[config.mk]
export PLATFORM = sky130hd
export DESIGN_NAME = balance_store
export DESIGN_NICKNAME = d
export VERILOG_FILES = /design/src/rtl/balance_store_pkg.sv /design/src/rtl/balance_store_topup_engine.sv /design/src/rtl/balance_store.sv
export SDC_FILE = /design/constraint.sdc
export NUM_CORES = 1
export LEC_CHECK = 0
export BUFFER_PORTS_ARGS = -buffer_cell sky130_fd_sc_hd__buf_2
export CORE_AREA = 2 2 208 108
export CTS_BUF_LIST = sky130_fd_sc_hd__clkbuf_4 sky130_fd_sc_hd__clkbuf_8
export DETAILED_ROUTE_END_ITERATION = 8
export DIE_AREA = 0 0 210 110
export GPL_ROUTABILITY_DRIVEN = 0
export PLACE_DENSITY = 0.75
export SLEW_MARGIN = 20
export SYNTH_ARGS = -nofsm -noshare
export SYNTH_HDL_FRONTEND = slang
export SYNTH_HIERARCHICAL = 1
export SYNTH_SLANG_ARGS = --single-unit
[constraint.sdc]
create_clock -name clk -period 14.1 [get_ports clk]
set_clock_uncertainty 0.2 [all_clocks]
set_input_delay 2.82 -clock clk [delete_from_list [all_inputs] [get_ports clk]]
set_output_delay 2.82 -clock clk [all_outputs]
set_load 0.02 [all_outputs]
[src/rtl/balance_store_pkg.sv]
// rtl/balance_store_pkg.sv - shared toll constants and top-up FSM encoding
package balance_store_pkg;

    localparam int ID_W  = 4;
    localparam int BAL_W = 8;

    localparam logic [BAL_W-1:0] TOLL_AMOUNT = 8'd50;

    typedef enum logic [1:0] {
        T_IDLE  = 2'd0,
        T_APPLY = 2'd1,
        T_DONE  = 2'd2
    } topup_state_e;

endpackage

[src/rtl/balance_store_topup_engine.sv]
// rtl/balance_store_topup_engine.sv - recharge handshake FSM with saturating read-modify-write
module balance_store_topup_engine
    import balance_store_pkg::*;
(
    input  logic             clk,
    input  logic             rst_n,
    input  logic             i_valid,
    output logic             o_ready,
    input  logic [ID_W-1:0]  i_id,
    input  logic [BAL_W-1:0] i_amount,
    output logic             o_done,
    output logic             o_saturated,
    input  logic             i_ctrl_we,
    input  logic [ID_W-1:0]  i_ctrl_addr,
    output logic [ID_W-1:0]  o_rd_addr,
    input  logic [BAL_W-1:0] i_rd_data,
    output logic             o_wr_en,
    output logic [ID_W-1:0]  o_wr_addr,
    output logic [BAL_W-1:0] o_wr_data
);

    topup_state_e     r_state;
    logic             r_ready;
    logic             r_done;
    logic             r_saturated;
    logic [ID_W-1:0]  r_id;
    logic [BAL_W-1:0] r_amount;

    logic [BAL_W:0]   w_sum;
    logic             w_conflict;

    // The controller owns the port: a write to our ID this cycle defers the commit.
    assign w_conflict = i_ctrl_we && (i_ctrl_addr == r_id);
    assign w_sum      = {1'b0, i_rd_data} + {1'b0, r_amount};

    assign o_rd_addr  = r_id;
    assign o_wr_addr  = r_id;
    assign o_wr_en    = (r_state == T_APPLY) && !w_conflict;
    assign o_wr_data  = w_sum[BAL_W] ? {BAL_W{1'b1}} : w_sum[BAL_W-1:0];

    assign o_ready     = r_ready;
    assign o_done      = r_done;
    assign o_saturated = r_saturated;

    always_ff @(posedge clk or negedge rst_n) begin
        if (!rst_n) begin
            r_state     <= T_IDLE;
            r_ready     <= 1'b1;
            r_done      <= 1'b0;
            r_saturated <= 1'b0;
            r_id        <= '0;
            r_amount    <= '0;
        end else begin
            r_done      <= 1'b0;
            r_saturated <= 1'b0;
            case (r_state)
                T_IDLE: begin
                    if (i_valid && r_ready) begin
                        r_id     <= i_id;
                        r_amount <= i_amount;
                        r_ready  <= 1'b0;
                        r_state  <= T_APPLY;
                    end
                end
                T_APPLY: begin
                    if (!w_conflict) begin
                        r_done      <= 1'b1;
                        r_saturated <= w_sum[BAL_W];
                        r_state     <= T_DONE;
                    end
                end
                T_DONE: begin
                    r_ready <= 1'b1;
                    r_state <= T_IDLE;
                end
                default: begin
                    r_ready <= 1'b1;
                    r_state <= T_IDLE;
                end
            endcase
        end
    end

endmodule

[src/rtl/balance_store.sv]
// rtl/balance_store.sv - 16x8 balance array with controller port, write-first read and top-up port
module balance_store
    import balance_store_pkg::ID_W, balance_store_pkg::BAL_W;
#(
    parameter logic [BAL_W-1:0] INIT_BALANCE = 8'd100,
    parameter logic [BAL_W-1:0] TOLL_AMOUNT  = balance_store_pkg::TOLL_AMOUNT
) (
    input  logic             clk,
    input  logic             reset,
    input  logic [ID_W-1:0]  mem_addr,
    input  logic             mem_write_enable,
    input  logic [BAL_W-1:0] data_to_mem,
    output logic [BAL_W-1:0] balance_from_mem,
    output logic             low_balance,
    input  logic             topup_valid,
    output logic             topup_ready,
    input  logic [ID_W-1:0]  topup_id,
    input  logic [BAL_W-1:0] topup_amount,
    output logic             topup_done,
    output logic             topup_saturated,
    output logic [15:0]      toll_count
);

    localparam int DEPTH = 1 << ID_W;

    logic [BAL_W-1:0] r_mem [DEPTH];
    logic [BAL_W-1:0] r_balance;
    logic             r_low;
    logic [15:0]      r_toll_count;

    logic [ID_W-1:0]  w_tu_rd_addr;
    logic             w_tu_wr_en;
    logic [ID_W-1:0]  w_tu_wr_addr;
    logic [BAL_W-1:0] w_tu_wr_data;
    logic [BAL_W-1:0] w_rd_data;

    balance_store_topup_engine u_topup (
        .clk         (clk),
        .rst_n       (reset),
        .i_valid     (topup_valid),
        .o_ready     (topup_ready),
        .i_id        (topup_id),
        .i_amount    (topup_amount),
        .o_done      (topup_done),
        .o_saturated (topup_saturated),
        .i_ctrl_we   (mem_write_enable),
        .i_ctrl_addr (mem_addr),
        .o_rd_addr   (w_tu_rd_addr),
        .i_rd_data   (r_mem[w_tu_rd_addr]),
        .o_wr_en     (w_tu_wr_en),
        .o_wr_addr   (w_tu_wr_addr),
        .o_wr_data   (w_tu_wr_data)
    );

    // Write-first: either port's same-cycle write to the read address is forwarded.
    always_comb begin
        w_rd_data = r_mem[mem_addr];
        if (mem_write_enable) begin
            w_rd_data = data_to_mem;
        end else if (w_tu_wr_en && (w_tu_wr_addr == mem_addr)) begin
            w_rd_data = w_tu_wr_data;
        end
    end

    always_ff @(posedge clk or negedge reset) begin
        if (!reset) begin
            for (int i = 0; i < DEPTH; i++) begin
                r_mem[i] <= INIT_BALANCE;
            end
        end else begin
            if (mem_write_enable) begin
                r_mem[mem_addr] <= data_to_mem;
            end
            if (w_tu_wr_en) begin
                r_mem[w_tu_wr_addr] <= w_tu_wr_data;
            end
        end
    end

    always_ff @(posedge clk or negedge reset) begin
        if (!reset) begin
            r_balance    <= INIT_BALANCE;
            r_low        <= (INIT_BALANCE < TOLL_AMOUNT);
            r_toll_count <= '0;
        end else begin
            r_balance <= w_rd_data;
            r_low     <= (w_rd_data < TOLL_AMOUNT);
            if (mem_write_enable && (r_toll_count != 16'hFFFF)) begin
                r_toll_count <= r_toll_count + 16'd1;
            end
        end
    end

    assign balance_from_mem = r_balance;
    assign low_balance      = r_low;
    assign toll_count       = r_toll_count;

endmodule
==> results.py <==
metrics = {
    "critical_path": {
        "cpMostUsedCell": "buf_4",
        "cp.required_ns": 14.32,
        "worst-path-buf-inv": 3,
        "end_kind": "flop",
        "start_kind": "input port",
        "crit_fanout": 44,
        "cpLargestDelayFamily": "simple AND/OR/NAND/NOR gates",
        "arrival_ns": 6.23,
        "slowest_delay_ns": 0.77,
        "worstSetupPathType": "in2reg",
        "path_cells": "buf_2 -> buf_4 -> xnor2_1 -> a41oi_1 -> or3b_2 -> nor3_1 -> buf_4 -> nand2_1 -> o21ai_0",
        "cp_slowest_cell": "a41oi_1",
    },
    "global_route": {
        "grt_use_met1_pct": 40.4,
        "grt.busiest_layer": "met1",
        "antenna_found_initial": 0,
        "grt_pass1_wl_um": 46600,
        "met3_usage_pct": 12.8,
        "use_met2_pct": 36.8,
        "grtUsageTotal_pct": 27.9,
        "grt.overflow.total": 0,
        "grt_pass1_vias": 7402,
        "grt_max_degree": 74,
    },
    "clock_tree": {
        "cts.clk_slew.worst_paths_ns": 0.10,
        "cts_max_path_buffers": 2,
        "h-tree-depth": 4,
        "clk-insertion-delay-late_ns": 0.50,
        "cts_tree": "built",
        "cts_buffers": 17,
        "holdBufCountCts": 0,
        "cts_setup_buffers": 0,
        "cts_resized": 0,
        "cts.sinks": 170,
        "cts_root_buffer": "clkbuf_8",
    },
    "detailed_routing": {
        "post_drt_wl_per_cell_um": 24.7,
        "num_vias": 7829,
        "wirelength_um": 30600,
        "first_pass_iters": 5,
        "drtAntennaViolNets": 0,
        "vias_per_cell": 6.33,
        "drtIter0Drc": 899,
        "route.detailed.drc": 0,
    },
    "die": {
        "fp.dieW_um": 210,
        "io_pins": 56,
        "num_rows": 38,
        "die_h_um": 110,
        "die_area_sq_um": 23100,
        "start_util_pct": 49.1,
        "core-area_sq_um": 21300,
    },
    "logic_synthesis": {
        "mappedNetlistArea_sq_um": 10400,
        "synth_cell_type_count": 57,
        "syn_inst": 943,
        "async_flop_share_pct": 100,
        "synth_warnings": 6,
        "synth_flop_cell": "dfrtp_1",
        "synth_edf_count": 0,
        "synth-seq-area-share_pct": 41.4,
        "syn_area_per_cell_sq_um": 11.1,
        "ys_ff_latch": 170,
        "syn_nets": 981,
    },
    "placement": {
        "post-place-cells": 1204,
        "port_buffers": 55,
        "post-place-ws_ns": 7.69,
        "hpwl_um": 20900,
    },
    "final_layout": {
        "diodes": 0,
        "fin_util_pct": 52.7,
        "fillers": 1801,
        "drive_gt1_share_pct": 27.0,
        "fin_nets": 981,
        "stdcell_count": 1236,
        "syn2layout_area_growth_pct": 7.45,
    },
    "flow_run": {
        "max-cap-violations": 0,
    },
    "sta": {
        "fin_crit_sh_pct": 42.6,
        "slew_headroom_pct": 26.2,
        "worst_pin_slew_ns": 1.10,
        "setup_slack_ns": 8.09,
        "fin_tns_setup_ns": 0,
        "setup_viol": 0,
        "rsz0062_at_grt": "no",
        "period_minus_slack_ns": 6.01,
        "slew_violations": 0,
        "max_freq_mhz": 166,
        "hold_viol": 0,
    },
    "run_status": {
        "status": "complete, no violations",
    },
    "worst_hold_path": {
        "hp-class": "reg2reg",
    },
}
metrics by stage:
stage	cell area (sq um)	hold WS, ns
after CTS	11200	0.292
after global placement	10800	0.271
after detailed placement	10800	0.277
after floorplan	10400	0.285
after global routing	11200	0.328
final	11200	0.290
sequential cells by signal (all words and copies together) (netlist names):
register and flops:
u_topup/r_state 2, u_topup/o_done 1, u_topup/r_amount 8, r_mem 128, balance_from_mem 8, toll_count 16
low_balance 1, u_topup/o_rd_addr 4, u_topup/o_ready 1, u_topup/o_saturated 1
Yosys cell counts, drive strengths merged, types with 5 or more instances:
| cell type | n | area share, % |
|---|---|---|
| inv | 7 | 0.25 |
| dfstp | 52 | 13 |
| or3 | 5 | 0.30 |
| nand3 | 21 | 1.0 |
| nor2b | 8 | 0.48 |
| a21oi | 88 | 4.2 |
| nand2b | 8 | 0.55 |
| mux2i | 133 | 13 |
| mux4 | 77 | 17 |
| clkbuf | 44 | 1.6 |
| nor2 | 99 | 3.8 |
| dfrtp | 118 | 28 |
| xnor2 | 20 | 1.7 |
| nor3b | 5 | 0.47 |
| buf | 44 | 2.1 |
| a21o | 6 | 0.44 |
| nand2 | 75 | 2.7 |
| o21ai | 58 | 2.8 |
| mux2 | 13 | 1.4 |
| ha | 9 | 1.1 |
| a211oi | 6 | 0.53 |
per-layer routing:
metal | vias up | share of wire [%]
li1 | 3438 | -
met1 | 3858 | 44
met2 | 488 | 39
met3 | 43 | 15
met4 | 2 | 1.8
met5 | - | 0.25
logic make-up after synthesis:
family                     share of synthesized area [%]
adders and majority gates                           1.27
and+or+nand+nor                                     10.8
muxes                                               31.0
buffers and inverters                               3.92
DFF                                                 41.4
AOI/OAI and AO/OA                                   9.65
xor gates and xnor gates                            1.93
layout make-up:
cell class	count	area (sq um)	share of cell area, %
multi-input cells	678	5720	51.0
flip-flops and latches	170	4320	38.6
repair buffers	69	387	3.45
well taps	280	350	3.13
clock buffers	18	248	2.21
clock inverters	14	158	1.41
inverters	7	26.3	0.234
layout by cell type, fill, tap and decap left out, types with 4 or more instances in the layout:
cell / n
nand2b_1: 7
nand3b_1: 4
clkbuf_8: 18
a21oi_1: 88
buf_2: 54
inv_1: 7
o21ai_0: 54
nand2_1: 74
nor2b_1: 8
ha_1: 9
nand4_1: 4
nor2_1: 90
a21o_1: 5
a211oi_1: 4
xnor2_1: 20
mux4_1: 7
mux4_2: 70
a22oi_1: 4
dfstp_2: 52
mux2i_1: 133
and2_1: 4
nand3_1: 21
nor3b_1: 4
mux2_2: 13
inv_6: 6
buf_4: 14
dfrtp_1: 116
or3_1: 5
nor2_2: 9
worst register-to-register path, cell delays in order (launching register included):
cell      delay [ns]
dfrtp_2         0.35
buf_4           0.62
mux4_2          0.74
mux4_2          0.54
ha_1            0.29
fa_1            0.45
a211oi_2        0.39
o211ai_1        0.22
nand2_2         0.21
nand3_1         0.81
mux2i_1         0.44
o21ai_0         0.31
a211oi_2        0.24
final timing paths:
kind / cells after the start / start / to / slack (ns)
max in group asynchronous: 2 / reset / u_topup/o_rd_addr[0] / 10.30
max: 9 / mem_addr[0] / r_mem[120] / 8.09
min reg2reg: 1 / toll_count[13] / toll_count[13] / 0.29
min in group asynchronous: 1 / reset / toll_count[0] / 2.05
min: 1 / toll_count[13] / toll_count[13] / 0.29
max reg2reg: 12 / u_topup/o_rd_addr[0] / low_balance / 8.22
Power is not shown: default switching activity piles up to over one toggle a cycle in this logic, so the estimate is an artifact.
